## src/rtl/rf_read_sequencer.sv

```systemverilog
// rf_read_sequencer: presents a two-operand (rs1/rs2) read interface over a single-read-port
// register file and forwards write-back. Define RF_SEQ_BYPASS_EN for same-cycle write forwarding.
module rf_read_sequencer #(
  parameter int unsigned DATA_W = 32,
  parameter int unsigned ADDR_W = 5
) (
  input  logic              clk,
  input  logic              rst,
  input  logic              req_valid,
  output logic              req_ready,
  input  logic [ADDR_W-1:0] req_rs1,
  input  logic [ADDR_W-1:0] req_rs2,
  output logic              rsp_valid,
  input  logic              rsp_ready,
  output logic [DATA_W-1:0] rsp_rv1,
  output logic [DATA_W-1:0] rsp_rv2,
  input  logic              wb_valid,
  input  logic [ADDR_W-1:0] wb_rd,
  input  logic [DATA_W-1:0] wb_data,
  output logic              rf_enable,
  output logic              rf_we,
  output logic [ADDR_W-1:0] rf_rs1,
  output logic [ADDR_W-1:0] rf_rd,
  output logic [DATA_W-1:0] rf_indata,
  input  logic [DATA_W-1:0] rf_rv1
);

  typedef enum logic [1:0] {IDLE, RD1, RD2, RESP} state_e;

  state_e            state_q, state_d;
  logic [ADDR_W-1:0] rs1_q, rs1_d, rs2_q, rs2_d;
  logic [DATA_W-1:0] op1_q, op1_d, op2_q, op2_d;
  logic [DATA_W-1:0] rd_val;
  logic              rd_active;

  // Write-back is a pure pass-through; index 0 writes and writes under reset are dropped.
  assign rf_we     = wb_valid & (wb_rd != '0) & ~rst;
  assign rf_rd     = wb_rd;
  assign rf_indata = wb_data;
  assign rf_enable = rd_active | rf_we;

  assign rf_rs1  = (state_q == RD2) ? rs2_q : rs1_q;
  assign rd_val  = (rf_rs1 == '0) ? '0 : rf_rv1;
  assign rsp_rv1 = op1_q;
  assign rsp_rv2 = op2_q;

`ifdef RF_SEQ_BYPASS_EN
  logic wr_hit_rs1, wr_hit_rs2;
  assign wr_hit_rs1 = rf_we & (wb_rd == rs1_q);
  assign wr_hit_rs2 = rf_we & (wb_rd == rs2_q);
`endif

  always_ff @(posedge clk) begin
    if (rst) begin
      state_q <= IDLE;
      rs1_q   <= '0;
      rs2_q   <= '0;
      op1_q   <= '0;
      op2_q   <= '0;
    end else begin
      state_q <= state_d;
      rs1_q   <= rs1_d;
      rs2_q   <= rs2_d;
      op1_q   <= op1_d;
      op2_q   <= op2_d;
    end
  end

  always_comb begin
    state_d   = state_q;
    rs1_d     = rs1_q;
    rs2_d     = rs2_q;
    op1_d     = op1_q;
    op2_d     = op2_q;
    req_ready = 1'b0;
    rsp_valid = 1'b0;
    rd_active = 1'b0;
    case (state_q)
      IDLE: begin
        req_ready = 1'b1;
        if (req_valid) begin
          rs1_d   = req_rs1;
          rs2_d   = req_rs2;
          state_d = RD1;
        end
      end
      RD1: begin
        rd_active = 1'b1;
        op1_d     = rd_val;
`ifdef RF_SEQ_BYPASS_EN
        if (wr_hit_rs1) op1_d = wb_data;
`endif
        state_d   = RD2;
      end
      RD2: begin
        rd_active = 1'b1;
        op2_d     = rd_val;
`ifdef RF_SEQ_BYPASS_EN
        // A write landing in RD2 must also refresh the already-captured op1.
        if (wr_hit_rs2) op2_d = wb_data;
        if (wr_hit_rs1) op1_d = wb_data;
`endif
        state_d   = RESP;
      end
      RESP: begin
        rsp_valid = 1'b1;
        if (rsp_ready) state_d = IDLE;
      end
      default: state_d = IDLE;
    endcase
    if (rst) begin
      req_ready = 1'b0;
      rsp_valid = 1'b0;
      rd_active = 1'b0;
    end
  end

endmodule

```

## config.mk

```make
export PLATFORM = sky130hd
export DESIGN_NAME = rf_read_sequencer
export DESIGN_NICKNAME = d
export VERILOG_FILES = /design/src/rtl/rf_read_sequencer.sv
export SDC_FILE = /design/constraint.sdc
export NUM_CORES = 1
export LEC_CHECK = 0
export ABC_AREA = 0
export CAP_MARGIN = 15
export CORE_MARGIN = 4
export CORE_UTILIZATION = 44
export CTS_BUF_LIST = sky130_fd_sc_hd__clkbuf_4
export CTS_CLUSTER_SIZE = 40
export DETAILED_ROUTE_END_ITERATION = 10
export GPL_TIMING_DRIVEN = 0
export HOLD_SLACK_MARGIN = 0.12
export PLACE_DENSITY = 0.91
export SLEW_MARGIN = 40
export SYNTH_ARGS = -nofsm -noshare
export SYNTH_HDL_FRONTEND = slang
export SYNTH_SLANG_ARGS = --single-unit
```

## constraint.sdc

```tcl
create_clock -name clk -period 5.05 [get_ports clk]
set_clock_uncertainty 0.1 [all_clocks]
set_input_delay 0.505 -clock clk [delete_from_list [all_inputs] [get_ports clk]]
set_output_delay 0.505 -clock clk [all_outputs]
set_load 0.03 [all_outputs]
```

== Yosys cells after proc, flatten, opt, wreduce, memory -nomap -nowiden ==
Index checks and enable logic that the tools add are counted.

* Output and inout port bits: 110
* Bits of input ports: 84
* Logic and storage cells: 31
* Register bits after elaboration: 76

* Equal/unequal tests: 5
* Reductions and logical operators: 6
* Bitwise logic cells: 4
* Multiplexer cells: 11

{| class="wikitable"
|+ Operators with widths
! operator !! count
|-
| two-way mux 32 bit || 1
|-
| one-hot mux 2 bit (4 select lines) || 1
|-
| two-way mux 1 bit || 6
|-
| zero test 5 bit || 1
|-
| two-way mux 5 bit || 1
|-
| nonzero test 5 bit || 1
|-
| == test 2 bit (second input constant) || 2
|-
| two-way mux 2 bit || 2
|-
| != test 2 bit (second input constant) || 2
|-
| AND reduction 2 bit || 2
|-
| AND 1 bit || 2
|-
| == test 2 x 1 -> 1 bit (second input constant) || 1
|-
| zero test 2 bit || 1
|-
| OR reduction 2 bit || 1
|-
| inverter 1 bit || 1
|-
| OR 1 bit || 1
|}

== Depth between registers and ports, before layout ==
* Word-level depth: 5
* Depth in mapped cells: 7
* Depth with buffers taken out: 5

== Least setup slack after synthesis ==
Ideal clock, no wire load.

* Kind: input-to-output
* From: input rst
* To: output rf_enable
* Arrival: 1.565 ns
* Required time: 4.445 ns
* Path buffers: 3
* Path slack: 2.880 ns
* Stages on the path: 4
* Cell sequence: clkbuf_1 > clkbuf_1 > clkbuf_1 > a21oi_1

* Cells in the longest elaborated chain, start to end: 3
* Elaborated cells on any way between the ends: 4
* Classes of those cells: mux: 1; bitwise: 3

{| class="wikitable"
|+ RTL lines
! item !! line !! source
|-
| start, declared || 8 || <nowiki>input logic rst,</nowiki>
|-
| inverter 1 bit || 37 || <nowiki>assign rf_we = wb_valid & (wb_rd != '0) & ~rst;</nowiki>
|-
| AND 1 bit || 37 ||
|-
| OR 1 bit (*) || 40 || <nowiki>assign rf_enable = rd_active | rf_we;</nowiki>
|-
| end, declared || 20 || <nowiki>output logic rf_enable,</nowiki>
|}

Every way passes the cells marked *; elsewhere a longest branch is shown, timed or not.

== Worst setup path in the final report ==
* From: register state_q[0]
* To: output rf_rs1[3]

* Cells in the longest elaborated chain, start to end: 2

{| class="wikitable"
|+ RTL lines
! item !! line !! source
|-
| start, declared || 30 || <nowiki>state_e state_q, state_d;</nowiki>
|-
| start signal, assigned || 61 || <nowiki>state_q <= state_d;</nowiki>
|-
| == test 2 bit || 42 || <nowiki>assign rf_rs1 = (state_q == RD2) ? rs2_q : rs1_q;</nowiki>
|-
| two-way mux 5 bit || 42 ||
|-
| end, declared || 22 || <nowiki>output logic [ADDR_W-1:0] rf_rs1,</nowiki>
|}

No other way between the ends.

==> run summary <==
## Clocking
- 0.12 ns — clock-pin transition on the worst setup and hold timing paths
- 0.41 ns — worst skew pair latency
- 2 — Longest Clk Path Bufs
- built — TritonCTS clock tree
- 3 — CTS H-tree depth
- 9 — total clock buffers created by CTS
- 0 — number of resized instances in the post-cts repair step
- 0 — Setup Fix Bufs, Post-CTS
- 0 — hold buffer count at CTS
- 76 — clock sink count
- clkbuf_4 — root buffer selected by CTS

## Synthesis
- 3660 sq um — total standard cell area after synthesis
- 8.92 sq um — synthesized area divided by synthesized cell count
- 76 — Seq cells post-synth
- 0 — Synthesis Warnings
- 410 — synthesized instance count
- 25 — number of distinct standard cells referenced by the synthesized netlist
- 499 — Synthesized Nets
- 41.6% — post-synthesis sequential area ratio

## Routing
- 0 — drt drc
- 3,649 — via count of the routed design
- 5 — first-pass iteration count of the detailed router
- 140 — 1st-iter DRT viols
- 16.1 microns — average wire per standard cell
- 11,100 microns — final routed wirelength across all metal layers
- 0 — ANT nets after route
- 5.30 — vias per cell

## Place
- 5390 sq um — area after detailed placement
- 672 — placed instance count
- 160 — Port Buffers
- 8830 microns — DP Wirelength
- 0.838 — final weighted congestion in routability-driven placement

## Global route
- 22.0% — Total GRT Usage
- 3,642 — number of global-route vias before repair
- 0 — GRT Residual Overflow
- 0 — antenna violations before repair
- 17,700 microns — first-pass GRT wire length
- 14 — largest net degree at the start of global routing

## Final layout
- clkdlybuf4s50_1 — most common cell after layout, fill and taps aside
- 688 — Non-Filler Instances
- 670 — Nets
- 53.7% — growth of design area from synthesis to finish
- 0 — Antenna Cells
- 5620 sq um — final non-filler cell area
- 17.1% — share of final-layout standard cells stronger than drive strength 1
- clkdlybuf4s50_1 (160), dfxtp_1 (76), nand2_1 (53) — most used cells in the layout excluding fill and tap cells

## Power
- 1.99 nW — leakage power total
- 462 nW/um^2 — power density over the cells
- 21.9% — share of total power in the clock network
- 30.0% — register share of total power
- 0.00156 W — Cell Int Power
- 48.0% — Logic pwr share
- 0.00103 W — total net switching power
- 209 uV — maximum ir drop on the vdd rail
- 39.8% — net switching fraction of the power

## Timing
- 64.2% — worst slew margin relative to its limit
- false — setup repair after global routing missed its margin
- 310 MHz — max frequency
- 3.22 ns — min cycle time layout
- 0.538 ns — transition time at the pin with the least slew margin
- 63.8% — final worst path period share
- 0 — total count of hold-check failures in the final report
- 0 — final-report setup violation count
- 0 — final count of pins violating max slew
- 0 ns — sum of negative setup slack

## Die
- 7890 sq um — core region area
- 46.4% — starting density of the core
- 99.2 microns — horizontal die dimension
- 32 — cell row count
- 9830 sq um — area enclosed by the die boundary
- 99.2 microns — overall die height
- 194 — # IOs

## Setup path
- register — Setup crit start kind
- output pin — kind of end point of the critical path
- rsp_rv1[13] — end of the worst register-to-register path
- 2.62 ns — data arrival at the endpoint of the critical path
- reg2out — category of the most critical setup path
- 10 — Worst Path Max Fanout
- 7 — worst r2r path cells
- 2.71 ns — register-to-register setup slack
- 4.45 ns — CP required
- state_q[0] — RR Startpoint

## Worst hold path
- reg2reg — worst hold-check path type
- 2 — depth of the worst hold-timing path
- rsp_rv2[13] — hold path endpoint
- rsp_rv2[13] — Min-Delay Startpoint

## Run
- 0 — max-cap check violation count

## Run status
- finished clean — outcome

synthesized netlist by cell type (all sizes together):
| cell type | count | share of area [%] |
|---|---|---|
| o211ai | 32 | 6.6 |
| dfxtp | 76 | 42 |
| nand2b | 32 | 5.5 |
| buf | 45 | 9.2 |
| nor4 | 1 | 0.17 |
| nor3 | 2 | 0.41 |
| ha | 5 | 1.7 |
| nor3b | 1 | 0.51 |
| nor2 | 1 | 0.10 |
| o41ai | 32 | 7.7 |
| or3b | 32 | 7.7 |
| inv | 3 | 0.31 |
| or3 | 1 | 0.17 |
| mux2 | 5 | 1.5 |
| and2 | 1 | 0.17 |
| nand2 | 53 | 5.4 |
| nor2b | 4 | 0.68 |
| o21a | 1 | 0.21 |
| a21oi | 44 | 6.0 |
| clkbuf | 34 | 3.5 |
| or4 | 3 | 0.62 |
| o21ai | 2 | 0.27 |
layout make-up:
class	count	area [sq um]
Fill cell	590	2270
Tap cell	102	128
Clock buffer	10	75.1
Inverter	3	11.3
Timing Repair Buffer	160	1600
Sequential cell	76	1520
Multi-Input combinational cell	252	1660
Buffer	79	464
Clock inverter	6	159
worst max-delay path: stages (launching register included):
cell,delay (ns)
dfxtp_1,0.34
inv_1,0.11
ha_1,0.15
buf_2,0.20
clkbuf_1,0.41
mux2_2,0.40
clkdlybuf4s50_1,0.60
power by group through the flow:
stage               clock, W  combinational, W  sequential (W)
CTS                 0.000575           0.00125        0.000781
global route        0.000603           0.00134        0.000793
global placement           0           0.00121        0.000789
finish              0.000570           0.00125        0.000781
detailed placement         0           0.00124        0.000794
floorplan                  0          0.000625        0.000953
registers in the layout, indices dropped and copies added (netlist names):
register  count
rsp_rv1      32
rsp_rv2      32
rs1_q         5
rs2_q         5
state_q       2
stage by stage:
stage	power, W	util (%)	hold slack (ns)	setup slack (ns)
finish	0.00260	71.3	0.381	1.83
global route	0.00273	71.3	0.402	1.62
CTS	0.00260	71.3	0.381	1.79
detailed placement	0.00203	68.3	0.362	2.06
global placement	0.00200	68.3	0.350	2.08
floorplan	0.00158	-	0.340	2.88
per-layer routing:
layer	wire (microns)	part of all wire [%]	track usage, %	up-vias
met3	1110	10	6.17	26
met1	4350	39	26.4	1664
met5	0	0	0	-
met2	5370	49	37.3	196
li1	-	-	-	1763
met4	235	2.1	8.40	0
worst max path at each step:
stage | from | end | cells past startpoint
2_1_floorplan | rst | rf_enable | 4
3_3_place_gp | wb_rd[0] | rf_enable | 5
3_5_place_dp | rst | rf_we | 5
4_1_cts | state_q[0] | rf_rs1[3] | 6
5_1_grt | state_q[0] | rf_rs1[0] | 6
6_report | state_q[0] | rf_rs1[3] | 6
logic make-up (layout without fill, tap and decap cells):
logic type               Yosys count  after routing  synth area share [%]
AND/OR/NAND/NOR                  131            131                  21.4
AO/OA/AOI/OAI                    111            111                  20.7
buffers and inverters             82            258                  13.0
flip-flops                        76             76                  41.6
adder cells (fa/ha/maj)            5              5                  1.71
multiplexers                       5              5                  1.54
Note: power is estimated with default switching activity, not from simulation.
